File: config.mk
export PLATFORM = sky130hd
export DESIGN_NAME = sample_playback
export DESIGN_NICKNAME = d
export VERILOG_FILES = /design/src/rtl/playback_pkg.sv /design/src/rtl/playback_fifo.sv /design/src/rtl/sample_playback.sv
export SDC_FILE = /design/constraint.sdc
export NUM_CORES = 2
export LEC_CHECK = 0
export CELL_PAD_IN_SITES_DETAIL_PLACEMENT = 0
export CELL_PAD_IN_SITES_GLOBAL_PLACEMENT = 2
export CORE_UTILIZATION = 46
export CTS_BUF_LIST = sky130_fd_sc_hd__clkbuf_4 sky130_fd_sc_hd__clkbuf_8 sky130_fd_sc_hd__clkbuf_16
export CTS_CLUSTER_DIAMETER = 60
export CTS_CLUSTER_SIZE = 28
export DETAILED_ROUTE_END_ITERATION = 16
export MAX_ROUTING_LAYER = met4
export PLACE_DENSITY_LB_ADDON = 0.1
export SKIP_CTS_REPAIR_TIMING = 1
export SYNTH_ARGS = -nofsm -noshare
export SYNTH_HDL_FRONTEND = slang
export SYNTH_SLANG_ARGS = --single-unit
File: constraint.sdc
create_clock -name clk -period 3.6 [get_ports clk]
set_clock_uncertainty 0.2 [all_clocks]
set_input_delay 0.72 -clock clk [delete_from_list [all_inputs] [get_ports clk]]
set_output_delay 0.72 -clock clk [all_outputs]
set_load 0.02 [all_outputs]
File: src/rtl/playback_pkg.sv
// Shared types and constants for the sample playback path.
package playback_pkg;

    localparam int SAMPLE_W = 16;
    localparam logic [SAMPLE_W-1:0] ZERO_FILL = '0;

    typedef enum logic [1:0] {
        IDLE,
        PRIME,
        PLAY,
        STARVED
    } state_t;

endpackage

File: src/rtl/playback_fifo.sv
// Synchronous sample FIFO with flush, occupancy counter and registered read data.
module playback_fifo
    import playback_pkg::*;
#(
    parameter int DEPTH = 256
) (
    input  logic                    clk,
    input  logic                    reset_n,
    input  logic                    flush,
    input  logic                    push,
    input  logic                    pop,
    input  logic [SAMPLE_W-1:0]     wr_data,
    output logic [SAMPLE_W-1:0]     rd_data,
    output logic [$clog2(DEPTH):0]  level,
    output logic                    full,
    output logic                    empty
);

    localparam int PTR_W   = $clog2(DEPTH);
    localparam int LEVEL_W = PTR_W + 1;
    localparam logic [LEVEL_W-1:0] DEPTH_LV = LEVEL_W'(DEPTH);

    logic [SAMPLE_W-1:0] mem [DEPTH];
    logic [PTR_W-1:0]    wr_ptr;
    logic [PTR_W-1:0]    rd_ptr;
    logic                do_push;
    logic                do_pop;

    assign full    = (level == DEPTH_LV);
    assign empty   = (level == '0);
    assign do_pop  = pop & ~empty & ~flush;
    // A same-cycle pop frees the slot, so a write to a full FIFO still lands.
    assign do_push = push & ~flush & (~full | do_pop);

    always_ff @(posedge clk) begin
        if (do_push) begin
            mem[wr_ptr] <= wr_data;
        end
    end

    always_ff @(posedge clk or negedge reset_n) begin
        if (!reset_n) begin
            wr_ptr  <= '0;
            rd_ptr  <= '0;
            level   <= '0;
            rd_data <= '0;
        end else if (flush) begin
            wr_ptr <= '0;
            rd_ptr <= '0;
            level  <= '0;
        end else begin
            if (do_push) begin
                wr_ptr <= wr_ptr + PTR_W'(1);
            end
            if (do_pop) begin
                rd_data <= mem[rd_ptr];
                rd_ptr  <= rd_ptr + PTR_W'(1);
            end
            case ({do_push, do_pop})
                2'b10: if (level != DEPTH_LV) level <= level + LEVEL_W'(1);
                2'b01: if (level != '0)       level <= level - LEVEL_W'(1);
                default: ;
            endcase
        end
    end

endmodule

File: src/rtl/sample_playback.sv
// CPU-fed sample playback: strobe edge detect, tick divider, prime/play FSM, sticky flags.
// Optional macro PLAYBACK_HOLD_LAST_EN: starved ticks repeat the last popped sample instead of zero.
module sample_playback
    import playback_pkg::*;
#(
    parameter int DIV         = 50,
    parameter int DEPTH       = 256,
    parameter int PRIME_LEVEL = 128
) (
    input  logic                    clk,
    input  logic                    reset_n,
    input  logic                    enable,
    input  logic                    flush,
    input  logic                    clear,
    input  logic [SAMPLE_W-1:0]     wr_data,
    input  logic                    wr_strobe,
    output logic [SAMPLE_W-1:0]     sample_out,
    output logic                    sample_valid,
    output logic [$clog2(DEPTH):0]  level,
    output logic                    full,
    output logic                    underrun,
    output logic                    overflow,
    output logic                    playing
);

    localparam int CNT_W   = $clog2(DIV);
    localparam int LEVEL_W = $clog2(DEPTH) + 1;
    localparam logic [CNT_W-1:0]   DIV_LAST = CNT_W'(DIV - 1);
    localparam logic [LEVEL_W-1:0] PRIME_LV = LEVEL_W'(PRIME_LEVEL);

    state_t              state;
    state_t              state_next;
    logic                wr_strobe_q;
    logic [CNT_W-1:0]    count;
    logic                tick;
    logic                in_play;
    logic                active;
    logic                primed;
    logic                write_req;
    logic                push;
    logic                pop;
    logic                drop;
    logic                starve_tick;
    logic                fifo_empty;
    logic [SAMPLE_W-1:0] fifo_rd;

    assign write_req   = wr_strobe & ~wr_strobe_q;
    assign tick        = (state != IDLE) && (count == DIV_LAST);
    assign primed      = (level >= PRIME_LV);
    assign pop         = tick & in_play & ~fifo_empty & ~flush;
    assign starve_tick = tick & in_play & (fifo_empty | flush);
    assign push        = write_req & ~flush & (~full | pop);
    assign drop        = write_req & ~flush & full & ~pop;

    playback_fifo #(
        .DEPTH (DEPTH)
    ) u_fifo (
        .clk     (clk),
        .reset_n (reset_n),
        .flush   (flush),
        .push    (push),
        .pop     (pop),
        .wr_data (wr_data),
        .rd_data (fifo_rd),
        .level   (level),
        .full    (full),
        .empty   (fifo_empty)
    );

    always_ff @(posedge clk or negedge reset_n) begin
        if (!reset_n) begin
            state <= IDLE;
        end else begin
            state <= state_next;
        end
    end

    always_comb begin
        state_next = state;
        if (!enable) begin
            state_next = IDLE;
        end else begin
            case (state)
                IDLE:    state_next = PRIME;
                PRIME:   if (primed) state_next = PLAY;
                PLAY:    if (starve_tick) state_next = STARVED;
                STARVED: if (primed) state_next = PLAY;
                default: state_next = IDLE;
            endcase
        end
    end

    always_comb begin
        in_play = (state == PLAY);
        active  = (state == PLAY) || (state == STARVED);
        playing = in_play;
    end

    always_ff @(posedge clk or negedge reset_n) begin
        if (!reset_n) begin
            count        <= '0;
            wr_strobe_q  <= 1'b0;
            sample_valid <= 1'b0;
            underrun     <= 1'b0;
            overflow     <= 1'b0;
        end else begin
            wr_strobe_q  <= wr_strobe;
            sample_valid <= tick & active;
            if (state == IDLE || count == DIV_LAST) begin
                count <= '0;
            end else begin
                count <= count + CNT_W'(1);
            end
            if (clear) begin
                underrun <= 1'b0;
            end else if (starve_tick) begin
                underrun <= 1'b1;
            end
            if (clear) begin
                overflow <= 1'b0;
            end else if (drop) begin
                overflow <= 1'b1;
            end
        end
    end

`ifdef PLAYBACK_HOLD_LAST_EN
    // FIFO read register still holds the last popped word, which is exactly the hold value.
    assign sample_out = fifo_rd;
`else
    logic fill_sel;

    always_ff @(posedge clk or negedge reset_n) begin
        if (!reset_n) begin
            fill_sel <= 1'b0;
        end else if (tick && active) begin
            fill_sel <= ~pop;
        end
    end

    assign sample_out = fill_sel ? ZERO_FILL : fifo_rd;
`endif

endmodule

# After elaboration in Yosys (flattened, before gate mapping)
# Memories as Yosys holds them, arrays and structs flattened. A register that Yosys moved wholly into a read port is not among the register bits.
# Cells that the tools add are included.
[word_totals]
memories = 1
output_inout_bits = 30
ramBits = 4096
regBits = 38
in_bits = 22
wordCells = 89
[mem_list]
columns = ["memory", "words", "width", "read_ports", "rd_ports_with_merged_regs", "wr", "line_no", "rtl"]
rows = [
  ["u_fifo.mem", 256, 16, 1, 1, 1, "playback_fifo.sv:23", "logic [SAMPLE_W-1:0] mem [DEPTH];"],
]
[classes]
n_addsub = 5
bitwise_logic = 22
muxes = 20
n_reduce_logical = 18
order_cmp = 1
n_eq_ne = 12
[op_table]
columns = ["op", "count"]
rows = [
  ["two-way mux 8 bit", 4],
  ["two-way mux 9 bit", 3],
  ["case mux 9 bit (2 select lines)", 1],
  ["adder 8 x 1 -> 8 bit, second input constant", 2],
  ["two-way mux 16 bit", 1],
  ["AND 1 bit", 14],
  ["inequality test 3 x 2 -> 1 bit, second input constant", 4],
  ["nonzero test 2 bit", 5],
  ["adder 9 x 1 -> 9 bit, second input constant", 1],
  ["equality test 9 bit, second input constant", 1],
  [">= comparator 9 x 8 -> 1 bit, second input constant", 1],
  ["logical NOT 9 bit", 1],
  ["inequality test 9 bit, second input constant", 1],
  ["nonzero test 9 bit", 1],
  ["subtractor 9 x 1 -> 9 bit, second input constant", 1],
  ["adder 6 x 1 -> 6 bit, second input constant", 1],
  ["equality test 2 bit, second input constant", 3],
  ["equality test 6 bit, second input constant", 1],
  ["two-way mux 1 bit", 6],
  ["two-way mux 2 bit", 3],
  ["two-way mux 6 bit", 1],
  ["case mux 2 bit (3 select lines)", 1],
  ["NOT 1 bit", 5],
  ["equality test 2 x 1 -> 1 bit, second input constant", 2],
  ["9 further kinds", 14],
]

# Depth between registers and ports, before layout
[depth]
word_depth = 12
depth_mapped = 14
depth_no_buf = 12

# Hierarchy
# Synthesis repeated with hierarchy kept, for this count alone.
[hier_totals]
cells_unflattened = 7761
area_unflattened_um2 = 161240.9
[by_module_without_submodules]
columns = ["module", "seq_area_each_um2", "cells_each", "instances", "area_each_um2"]
rows = [
  ["playback_fifo", 124023.9, 7689, 1, 160526.5],
  ["sample_playback", 325.3, 72, 1, 714.4],
]

# Least setup slack after synthesis
# OpenSTA, ideal clock, no wires.
[synth_timing]
path_kind = "register -> register"
startpoint = "register u_fifo.level[2]"
endpoint = "register u_fifo.level[8]"
n_path_buf = 3
setup_time_ns = 0.080
path_stages_with_launch = 15
path_slack_ns = -0.147
t_required_ns = 3.320
synth_period_minus_slack_ns = 3.747
arrival_ns = 3.467
cell_sequence = "dfrtp_1 -> buf_6 -> or4_4 -> o41ai_4 -> buf_6 -> or2_2 -> buf_2 -> xnor2_1 -> ha_1 -> nor3_1 -> nor3_2 -> o221a_4 -> or4_1 -> nand4_1 -> nor3b_2"
[synth_via]
elab_chain_len = 11
word_cells_on_any_way = 27
classes_between = "add/sub: 2; eq/ne: 6; mux: 4; bitwise: 11; reduce/logical: 4"
[synth_rtl]
columns = ["element", "line_no", "rtl"]
rows = [
  ["start, declared", "playback_fifo.sv:14", "output logic [$clog2(DEPTH):0] level,"],
  ["start signal, assigned", "playback_fifo.sv:60", "2'b10: if (level != DEPTH_LV) level <= level + LEVEL_W'(1);"],
  ["start signal, assigned", "playback_fifo.sv:61", "2'b01: if (level != '0) level <= level - LEVEL_W'(1);"],
  ["logical NOT 9 bit", "playback_fifo.sv:30", "assign empty = (level == '0);"],
  ["NOT 1 bit", "playback_fifo.sv:31, sample_playback.sv:50", ""],
  ["AND 1 bit (2 in a row)", "sample_playback.sv:50", "assign pop = tick & in_play & ~fifo_empty & ~flush;"],
  ["OR 1 bit / AND 1 bit (equally long branches)", "sample_playback.sv:52, playback_fifo.sv:31", ""],
  ["AND 1 bit, on equally long branches", "sample_playback.sv:52, playback_fifo.sv:31", ""],
  ["AND 1 bit / OR 1 bit (equally long branches)", "playback_fifo.sv:33", "assign do_push = push & ~flush & (~full | do_pop);"],
  ["AND 1 bit", "playback_fifo.sv:33", ""],
  ["equality test 2 x 1 -> 1 bit / equality test 2 bit (equally long branches)", "playback_fifo.sv:59", "case ({do_push, do_pop})"],
  ["inequality test 3 x 2 -> 1 bit (no source line), or another cell as far along", "--", ""],
  ["AND reduction 3 bit (no source line) / two-way mux 9 bit (equally long branches)", "--", ""],
]
# Several ways; a longest one is shown, not always the timed one. The select of a mux whose other input is x is not followed.
# A chain may end at the register's enable or synchronous reset.

==> results.py <==
metrics = {
    "setup_path": {
        "slowest_delay_ns": 0.99,
        "rrSetupSlack_ns": 0.0009,
        "crit_arrival_ns": 4.29,
        "crit_type": "reg2reg",
        "cp-startpoint": "u_fifo.rd_ptr[0]$_DFFE_PN0P_",
        "r2r_start": "u_fifo.rd_ptr[0]$_DFFE_PN0P_",
        "crit_chain": "buf_12, buf_16, clkbuf_16, buf_16, buf_12, mux4_2, a21oi_1, a211oi_1, o2111ai_2, nand3_1",
        "crit_path_end_kind": "flip-flop",
        "worstPathMaxFanout": 8,
        "slowest_stage": "a211oi_1",
        "worstSetupStartpointType": "flip-flop",
        "worstPathRequired_ns": 4.29,
    },
    "place": {
        "dpl_cell_area_um2": 178000,
        "io_buffer_count": 51,
        "gp_congestion": 0.8737,
        "hpwl_um": 310000,
        "post-place-cells": 12770,
    },
    "die": {
        "rows": 216,
        "core_um2": 346700,
        "dieWidth_um": 592.7,
        "die_h_um": 592.7,
        "start_util_pct": 46.29,
        "ios": 52,
        "dieArea_um2": 351300,
    },
    "cells_and_area": {
        "area_growth_pct": 19.86,
        "seqCellArea_um2": 124400,
        "fin_area_um2": 192400,
        "final_common_cell": "edfxtp_1",
        "fillCellCount": 26091,
        "multiInputGateArea_um2": 34950,
        "stdcell_count": 13545,
        "drive_above_1_share_pct": 33.69,
        "final_cell_mix": "edfxtp_1 (4,096), mux4_2 (851), buf_4 (742)",
        "fin_nets": 8719,
    },
    "pwr": {
        "leakage_nw": 59.78,
        "p_per_area_nw_per_um2": 482.1,
        "ir_worst_vdd_mv": 0.4917,
        "total_power_mw": 92.74,
    },
    "grt": {
        "grt_pass1_wl_um": 673400,
        "track_usage_pct": 28.75,
        "grt_max_degree": 129,
        "grt_pass1_vias": 81432,
        "antenna_found_initial": 33,
        "grt_overflow_total": 0,
    },
    "logic_synthesis": {
        "synth_area_um2": 160500,
        "netlist_instances": 7545,
        "ys.flop_type": "edfxtp_1",
        "ys_types": 80,
        "ys_warn_count": 0,
        "ys_ff_latch": 4150,
        "syn-num-nets": 7577,
        "yosysSeqAreaShare_pct": 77.47,
        "async_flop_share_pct": 1.301,
        "syn_avg_cell_area_um2": 21.27,
        "synth_edf_count": 4096,
    },
    "clock_tree": {
        "htreeDepth": 5,
        "root_buffer": "clkbuf_16",
        "cts_buffer_depth": 4,
        "clkTransAtPathRegs_ns": 0.09,
        "cts_buffers": 313,
        "numClockSinks": 4150,
        "clock_latency_ns": 0.97,
        "tritoncts": "yes",
    },
    "timing": {
        "timing.slew.headroom_pct": 21.52,
        "max_freq_ghz": 0.2778,
        "rsz0062_at_grt": "true",
        "hold_violations": 0,
        "tightest_slew_ns": 1.170,
        "fin_crit_ns": 3.599,
        "final_max_slew_viol_count": 0,
        "fin_crit_sh_pct": 99.98,
        "setup_viol": 0,
    },
    "route": {
        "ant_nets": 0,
        "drt-wirelength-per-cell_um": 36.71,
        "wirelength_um": 497200,
        "drtPass1Iterations": 7,
        "via_count": 83953,
        "viasPerCell": 6.198,
        "drcViolationCount": 0,
        "dr.first_iter.drc_count": 10459,
    },
    "worst_hold_path": {
        "hold_start": "wr_data[12]",
        "hp-class": "in2reg",
    },
    "status": {
        "status": "finished, final reports clean",
    },
    "flow_run": {
        "maxCapViolations": 0,
    },
}
final cells by class:
class	count	share of cell area [%]
diodes	16	0.02081
clock buffers	350	4.334
clock inverters	229	1.553
inverters	13	0.03057
multi-input cells	2932	18.17
flip-flops and latches	4150	64.65
well taps	4578	2.977
repair buffers	1277	8.273
sequential cells by signal, indices dropped and copies added, names as in the netlist, 2 cells and up:
| name | cells |
|---|---|
| count | 6 |
| state | 2 |
| u_fifo.level | 9 |
| u_fifo.mem | 4096 |
| u_fifo.rd_data | 16 |
| u_fifo.rd_ptr | 8 |
| u_fifo.wr_ptr | 8 |
cell families after synthesis:
kind of cell	count (synthesis)	share of synthesized area [%]
flip-flops	4150	77.47
multiplexers	1395	15.36
AO/OA/AOI/OAI	794	3.463
AND/OR/NAND/NOR	714	1.975
buffers and inverters	463	1.552
XOR/XNOR	19	0.1037
adder cells (fa/ha/maj)	10	0.07795
Yosys cell counts, types with 37 or more instances:
| master | count | share of area [%] |
|---|---|---|
| edfxtp_1 | 4096 | 77 |
| mux4_2 | 851 | 12 |
| mux2i_1 | 512 | 3.2 |
| nor2_1 | 338 | 0.79 |
| clkbuf_1 | 209 | 0.49 |
| a21oi_1 | 171 | 0.53 |
| nand2_1 | 150 | 0.35 |
| a22oi_1 | 107 | 0.50 |
| buf_2 | 89 | 0.28 |
| o21ai_0 | 79 | 0.25 |
| buf_4 | 78 | 0.36 |
| o22ai_1 | 77 | 0.30 |
| o221ai_1 | 72 | 0.39 |
| a221oi_1 | 65 | 0.35 |
| nand3_1 | 64 | 0.20 |
| dfrtp_1 | 54 | 0.84 |
| buf_6 | 42 | 0.29 |
| nor2b_1 | 41 | 0.16 |
| nor3_1 | 38 | 0.12 |
| a31oi_1 | 37 | 0.14 |
critical path: cells and delay by family (launching register included):
family / cells / cell delay (ns)
AOI/OAI and AO/OA: 3 / 1.39
and+or+nand+nor: 1 / 0.18
buffers and inverters: 5 / 0.82
DFF: 1 / 0.58
muxes: 1 / 0.31
final timing paths:
kind                                            endpoint  depth (start not counted)
setup / recovery           u_fifo.rd_data[8]$_DFFE_PN0P_                         10
hold reg to reg                       count[0]$_DFF_PN0_                          1
min in group asynchronous    u_fifo.level[0]$_DFFE_PN0P_                          2
hold / removal             u_fifo.mem[187][12]$_DFFE_PP_                          1
max in group asynchronous   u_fifo.wr_ptr[1]$_DFFE_PN0P_                          3
setup reg to reg           u_fifo.rd_data[8]$_DFFE_PN0P_                         10
where the power goes:
group / switching [mW] / internal [mW] / leakage, nW
registers: 0.0103 / 53.0 / 37.5
logic: 1.03 / 0.198 / 16.7
clock network: 19.1 / 19.4 / 5.51
per-layer routing:
metal	up-vias	track usage [%]	share of wire, %
met1	45851	40.36	42
met4	0	7.075	2.7
met5	-	-	0
met3	541	4.780	8.2
met2	3519	44.25	48
li1	34042	-	-
metrics by stage:
stage | utilization [%] | setup WS (ns) | hold WS, ns | TNS [ns]
after floorplan | - | 0.01934 | 0.2244 | 0
after global placement | 51.33 | -0.9202 | 0.2789 | -6.395
after detailed placement | 51.33 | -0.8395 | 0.2936 | -4.376
after CTS | 54.60 | -0.9005 | -0.3664 | -5.304
after global routing | 55.48 | -0.04966 | 0.009500 | -0.1931
final | 55.48 | 0.0008629 | 0.01837 | 0
(Power assumes the default switching activity.)
